$ cat src/rtl/riscv_core_pkg.sv
// Shared types and constants for the barrel-pipeline core front end.
package riscv_core_pkg;

    localparam int          NUM_THREADS = 16;
    localparam int          TID_W       = $clog2(NUM_THREADS);
    localparam logic [31:0] RESET_PC    = 32'h0000_0000;
    localparam logic [31:0] PC_INC      = 32'd4;

    typedef logic [TID_W-1:0] tid_t;

    typedef enum logic [1:0] {
        PC_SEL_SEQ,
        PC_SEL_REL,
        PC_SEL_JALR
    } pc_sel_e;

endpackage

$ cat src/rtl/pc_target_calc.sv
// Combinational next-PC and link-address computation for one retiring
// instruction. jalr outranks jal/branch, which outrank the sequential PC.
module pc_target_calc
    import riscv_core_pkg::*;
(
    input  logic [31:0] i_pc,
    input  logic [31:0] i_imm,
    input  logic [31:0] i_rs1,
    input  logic        i_is_branch_valid,
    input  logic        i_is_jal,
    input  logic        i_is_jalr,
    output logic [31:0] o_target,
    output logic [31:0] o_link,
    output pc_sel_e     o_pc_sel
);

    logic [31:0] jalr_sum;

    // Pick the target source by priority; all sums wrap modulo 2^32.
    always_comb begin
        jalr_sum = i_rs1 + i_imm;
        o_link   = i_pc + PC_INC;
        o_pc_sel = PC_SEL_SEQ;
        o_target = i_pc + PC_INC;
        if (i_is_jalr) begin
            o_pc_sel = PC_SEL_JALR;
            o_target = {jalr_sum[31:1], 1'b0};
        end else if (i_is_jal || i_is_branch_valid) begin
            o_pc_sel = PC_SEL_REL;
            o_target = i_pc + i_imm;
        end
    end

endmodule

$ cat src/rtl/pc_sequencer.sv
// Per-hart PC store and round-robin fetch issue for the barrel pipeline.
// Optional feature macro: PC_MISALIGN_TRAP_EN (misaligned targets halt the
// hart instead of being silently aligned).
module pc_sequencer #(
    parameter int          NUM_THREADS = riscv_core_pkg::NUM_THREADS,
    parameter logic [31:0] RESET_PC    = riscv_core_pkg::RESET_PC,
    parameter int          TID_W       = $clog2(NUM_THREADS)
) (
    input  logic             i_clk,
    input  logic             i_rst_n,
    input  logic             i_stall,
    input  logic             i_ex_valid,
    input  logic [TID_W-1:0] i_ex_tid,
    input  logic [31:0]      i_ex_pc,
    input  logic [31:0]      i_ex_imm,
    input  logic [31:0]      i_ex_rs1,
    input  logic             i_is_branch_valid,
    input  logic             i_is_jal,
    input  logic             i_is_jalr,
`ifdef PC_MISALIGN_TRAP_EN
    output logic                   o_misalign,
    output logic [NUM_THREADS-1:0] o_halted,
`endif
    output logic             o_fetch_valid,
    output logic [TID_W-1:0] o_fetch_tid,
    output logic [31:0]      o_fetch_pc,
    output logic [31:0]      o_link_addr,
    output logic             o_redirect
);

    import riscv_core_pkg::*;

    logic [31:0]      pc_mem_q [NUM_THREADS];
    logic [31:0]      pc_mem_d [NUM_THREADS];
    logic [TID_W-1:0] rr_tid_q, rr_tid_d;
    logic             fetch_valid_q, fetch_valid_d;
    logic [TID_W-1:0] fetch_tid_q, fetch_tid_d;
    logic [31:0]      fetch_pc_q, fetch_pc_d;

    logic [31:0]      target;
    logic [31:0]      link;
    pc_sel_e          pc_sel;

    pc_target_calc u_target_calc (
        .i_pc              (i_ex_pc),
        .i_imm             (i_ex_imm),
        .i_rs1             (i_ex_rs1),
        .i_is_branch_valid (i_is_branch_valid),
        .i_is_jal          (i_is_jal),
        .i_is_jalr         (i_is_jalr),
        .o_target          (target),
        .o_link            (link),
        .o_pc_sel          (pc_sel)
    );

    assign o_link_addr = link;
    assign o_redirect  = i_ex_valid && (pc_sel != PC_SEL_SEQ);

`ifdef PC_MISALIGN_TRAP_EN
    logic [NUM_THREADS-1:0] halted_q, halted_d;
    logic                   misalign;

    assign misalign   = i_ex_valid && (target[1:0] != 2'b00);
    assign o_misalign = misalign;
    assign o_halted   = halted_q;

    // Writeback (or halt on misalignment) plus next fetch; reading pc_mem_d
    // and halted_d gives same-edge forwarding to the hart being fetched.
    always_comb begin
        pc_mem_d      = pc_mem_q;
        halted_d      = halted_q;
        rr_tid_d      = rr_tid_q;
        fetch_valid_d = fetch_valid_q;
        fetch_tid_d   = fetch_tid_q;
        fetch_pc_d    = fetch_pc_q;
        if (i_ex_valid) begin
            if (misalign) begin
                halted_d[i_ex_tid] = 1'b1;
            end else begin
                pc_mem_d[i_ex_tid] = target;
            end
        end
        if (!i_stall) begin
            rr_tid_d      = rr_tid_q + TID_W'(1);
            fetch_tid_d   = rr_tid_q;
            fetch_pc_d    = pc_mem_d[rr_tid_q];
            fetch_valid_d = !halted_d[rr_tid_q];
        end
    end
`else
    // Writeback with the low two bits forced to zero, plus next fetch;
    // reading pc_mem_d gives same-edge forwarding to the hart being fetched.
    always_comb begin
        pc_mem_d      = pc_mem_q;
        rr_tid_d      = rr_tid_q;
        fetch_valid_d = fetch_valid_q;
        fetch_tid_d   = fetch_tid_q;
        fetch_pc_d    = fetch_pc_q;
        if (i_ex_valid) begin
            pc_mem_d[i_ex_tid] = target & ~32'h3;
        end
        if (!i_stall) begin
            rr_tid_d      = rr_tid_q + TID_W'(1);
            fetch_tid_d   = rr_tid_q;
            fetch_pc_d    = pc_mem_d[rr_tid_q];
            fetch_valid_d = 1'b1;
        end
    end
`endif

    // State registers; reset discards any writeback on the same edge.
    always_ff @(posedge i_clk) begin
        if (!i_rst_n) begin
            pc_mem_q      <= '{default: RESET_PC};
            rr_tid_q      <= '0;
            fetch_valid_q <= 1'b0;
            fetch_tid_q   <= '0;
            fetch_pc_q    <= RESET_PC;
`ifdef PC_MISALIGN_TRAP_EN
            halted_q      <= '0;
`endif
        end else begin
            pc_mem_q      <= pc_mem_d;
            rr_tid_q      <= rr_tid_d;
            fetch_valid_q <= fetch_valid_d;
            fetch_tid_q   <= fetch_tid_d;
            fetch_pc_q    <= fetch_pc_d;
`ifdef PC_MISALIGN_TRAP_EN
            halted_q      <= halted_d;
`endif
        end
    end

    assign o_fetch_valid = fetch_valid_q;
    assign o_fetch_tid   = fetch_tid_q;
    assign o_fetch_pc    = fetch_pc_q;

endmodule

$ cat config.mk
export PLATFORM = sky130hd
export DESIGN_NAME = pc_sequencer
export DESIGN_NICKNAME = d
export VERILOG_FILES = /design/src/rtl/riscv_core_pkg.sv /design/src/rtl/pc_target_calc.sv /design/src/rtl/pc_sequencer.sv
export SDC_FILE = /design/constraint.sdc
export NUM_CORES = 2
export LEC_CHECK = 0
export ABC_AREA = 1
export BUFFER_PORTS_ARGS = -buffer_cell sky130_fd_sc_hd__clkbuf_2
export CORE_AREA = 2 2 309 311
export CTS_CLUSTER_DIAMETER = 30
export DETAILED_ROUTE_END_ITERATION = 10
export DIE_AREA = 0 0 311 313
export PLACE_DENSITY = 0.47
export SLEW_MARGIN = 40
export SYNTH_ARGS = -nofsm -noshare
export SYNTH_HDL_FRONTEND = slang
export SYNTH_SLANG_ARGS = --single-unit
$ cat constraint.sdc
create_clock -name i_clk -period 3.55 [get_ports i_clk]
set_input_delay 0.8875 -clock i_clk [delete_from_list [all_inputs] [get_ports i_clk]]
set_output_delay 0.8875 -clock i_clk [all_outputs]
set_load 0.05 [all_outputs]
==> flow_metrics.env <==
export IMPL_p_seq_share_pct=26.5
export IMPL_cts_tree="yes"
export IMPL_netlist_area_um2=32630
export IMPL_globalplace_congestion=0.9792
export IMPL_hold_viol=0
export IMPL_ant_nets=0
export IMPL_setup_slack_ns=0.09818
export IMPL_synth_simple_gate_area_share_pct=43.28
export IMPL_hold_path_class="reg2reg"
export IMPL_slowest_delay_ns=0.28
export IMPL_yosysUniqueCellTypes=56
export IMPL_p_int_uw=17540
export IMPL_htreeDepth=4
export IMPL_fp_row_count=113
export IMPL_cp_required_ns=2.66
export IMPL_grt_pass1_vias=33690
export IMPL_comb_power_share_pct=16.2
export IMPL_num_vias=35140
export IMPL_r2r_slack_ns=1.13
export IMPL_syn_nets=5300
export IMPL_cap_viol_max_count=0
export IMPL_endpoint="o_link_addr[27]"
export IMPL_ys_warn_count=0
export IMPL_setup_tns_ns=0
export IMPL_worstMarginPinSlew_ns=0.8147
export IMPL_fmax_mhz=289.7
export IMPL_synthFlopType="dfxtp_1"
export IMPL_synth_seq_cells=553
export IMPL_syn_to_final_growth_pct=35.51
export IMPL_worstRegToRegCells=9
export IMPL_viasPerCell=4.949
export IMPL_critPathSlowestCell="clkbuf_2"
export IMPL_synth_edf_count=0
export IMPL_cp_cell_sequence="clkbuf_2 > buf_4 > nand2_1 > nor2_2 > nand4_1 > buf_4 > inv_1 > nand2_1 > or2_1 > nand2_1 > clkbuf_2"
export IMPL_dieArea_um2=97340
export IMPL_synth_top_family_by_area="simple AND/OR/NAND/NOR gates"
export IMPL_drcViolationCount=0
export IMPL_nNetsFinal=5882
export IMPL_min_period_over_period_pct=97.23
export IMPL_fp_dieH_um=313
export IMPL_drive_gt1_share_pct=23.44
export IMPL_synth_top_cell_area_share_pct=33.93
export IMPL_slew_headroom_pct=45.69
export IMPL_cts_clk_slew_worst_paths_ns=0.04
export IMPL_synthAdderAreaFrac_pct=2.377
export IMPL_switching_share_pct=28.02
export IMPL_crit_family="simple AND/OR/NAND/NOR gates"
export IMPL_clock_latency_ns=0.75
export IMPL_drt_iter0_markers=2686
export IMPL_cp_num_cells=11
export IMPL_finalCriticalPeriod_ns=3.452
export IMPL_dp_hpwl_um=87000
export IMPL_clockPowerShare_pct=57.3
export IMPL_p_leak_uw=0.02060
export IMPL_start_util_pct=34.65
export IMPL_cts_sinks=553
export IMPL_rr_startpoint="rr_tid_q[0]"
export IMPL_worstSetupStartpointType="input port"
export IMPL_clock_skew_ns=0.03112
export IMPL_synth_area_leader_cell="dfxtp_1"
export IMPL_top_level_ports=177
export IMPL_track_usage_pct=26.59
export IMPL_net_switching_power_uw=6827
export IMPL_core_um2=94160
export IMPL_fillers=9895
export IMPL_synth_xor_area_share_pct=0.8781
export IMPL_power_density_nw_per_um2=551.1
export IMPL_maxSlewViolCount=0
export IMPL_grt_setup_unrepaired="no"
export IMPL_async_flop_share_pct=0
export IMPL_synth_cells=5131
export IMPL_min_path_cells=2
export IMPL_routed_wl_um=130400
export IMPL_crit_buf_inv=5
export IMPL_synth_common_cells="nand2_1 (1394), nor2_1 (741), nand3_1 (656)"
export IMPL_r2r_end="o_fetch_pc[4]"
export IMPL_crit_fanout=4
export IMPL_holdWs_ns=0.4365
export IMPL_placed_area_um2=38820
export IMPL_outcome="complete, no violations"
export IMPL_synthMuxAreaShare_pct=0.4295
export IMPL_cp_end_kind="output port"
export IMPL_yosysMostFrequentCell="nand2_1"
export IMPL_cts_inserted_buffers=151
export IMPL_gr_total_overflow=0
export IMPL_final_area_um2=44210
export IMPL_avgSynthCellArea_um2=6.359
export IMPL_wl_per_cell_um=18.36
export IMPL_synth_area_leaders="dfxtp_1 (34%), nand2_1 (16%), nand3_1 (10%)"
export IMPL_io_buffers=176
export IMPL_worstSetupStartpoint="i_ex_pc[8]"
export IMPL_grt_max_degree=128
export IMPL_setup_violations=0
export IMPL_antenna_found_initial=2
export IMPL_worstSetupPathType="in2out"
export IMPL_grt_pass1_wl_um=200800
export IMPL_critPathArrivalTime_ns=2.56
export IMPL_crit_top_cell="nand2_1"
export IMPL_ir_worst_vdd_mv=0.5357
export IMPL_yosysSeqAreaShare_pct=33.93
export IMPL_synth_compound_area_share_pct=10.23
export IMPL_clockBufferDepth=3
export IMPL_pre_cts_ws_ns=-0.3139
export IMPL_cts_root_buf="clkbuf_16"
export IMPL_first_pass_iters=5
export IMPL_die_w_um=311
## metrics by stage
step	power (µW)	util, %	std cells
floorplan	8740	-	5131
global placement	10500	41.22	6821
detailed placement	10490	41.22	6821
CTS	24580	46.90	7095
global route	25320	46.95	7100
finish	24370	46.95	7100
## worst min-delay path: cells and delay by family, from the launching register on
family / cells / cell delay [ns]
flip-flops: 1 / 0.29
AND/OR/NAND/NOR: 2 / 0.11
## layout make-up
| class | instances | area, µm² | area share (%) |
|---|---|---|---|
| Sequential cell | 553 | 11080 | 25.07 |
| Multi-Input combinational cell | 3903 | 18800 | 42.53 |
| Clock buffer | 212 | 4410 | 9.975 |
| Tap cell | 1265 | 1583 | 3.580 |
| Clock inverter | 61 | 919.6 | 2.080 |
| Timing Repair Buffer | 750 | 6060 | 13.71 |
| Antenna cell | 2 | 5.005 | 0.01132 |
| Inverter | 354 | 1350 | 3.053 |
## cells in the final DEF, fill, tap and decap left out, types with 105 or more instances in the layout
master,instances
or2_2,269
nand3_1,656
clkbuf_16,153
nor2_1,724
dfxtp_1,549
clkbuf_2,171
inv_1,336
nand2_1,1394
o211ai_1,105
o21ai_0,285
buf_4,510
## worst min path at each step
| stage | from | endpoint | slack, ns |
|---|---|---|---|
| floorplan | pc_mem_q[128] | pc_mem_q[128] | 0.42 |
| global placement | pc_mem_q[192] | pc_mem_q[192] | 0.43 |
| detailed placement | pc_mem_q[192] | pc_mem_q[192] | 0.44 |
| CTS | pc_mem_q[193] | pc_mem_q[193] | 0.44 |
| global route | pc_mem_q[193] | pc_mem_q[193] | 0.45 |
| finish | pc_mem_q[192] | pc_mem_q[192] | 0.44 |
## kinds of logic (layout without fill, tap and decap cells)
| family | after synthesis | after routing |
|---|---|---|
| muxes | 14 | 14 |
| xor gates and xnor gates | 31 | 31 |
| buffers and inverters | 675 | 1377 |
| and+or+nand+nor | 3224 | 3224 |
| AOI/OAI and AO/OA | 572 | 572 |
| DFF | 553 | 553 |
| adders and majority gates | 62 | 62 |
| other | 0 | 2 |
## registers in the layout (all words and copies together) (netlist names)
signal	flops
o_fetch_tid	4
o_fetch_valid	1
o_fetch_pc	32
rr_tid_q	4
pc_mem_q	512
## routing by layer
| metal | global-route usage (%) | vias up | part of all wire [%] |
|---|---|---|---|
| li1 | - | 17860 | - |
| met1 | 35.04 | 16270 | 46 |
| met2 | 44.82 | 811 | 47 |
| met3 | 3.778 | 198 | 4.4 |
| met4 | 8.465 | 0 | 2.6 |
| met5 | 0 | - | 0 |
## power by group through the flow
stage / clock (µW) / combinational [µW] / sequential, µW
after CTS: 14200 / 3940 / 6460
after global placement: 0 / 3930 / 6570
after floorplan: 0 / 2100 / 6640
after global routing: 14500 / 4300 / 6470
after detailed placement: 0 / 3920 / 6570
final: 14000 / 3950 / 6460
## repair_timing
action	in CTS	in global routing
setup buffers	1	3
gates resized for setup	3	7
pin swaps	1	2
hold buffers	0	0
endpoints found under the setup margin	1	6
endpoints found under the hold margin	0	0
Note: power is estimated with default switching activity, not from simulation.
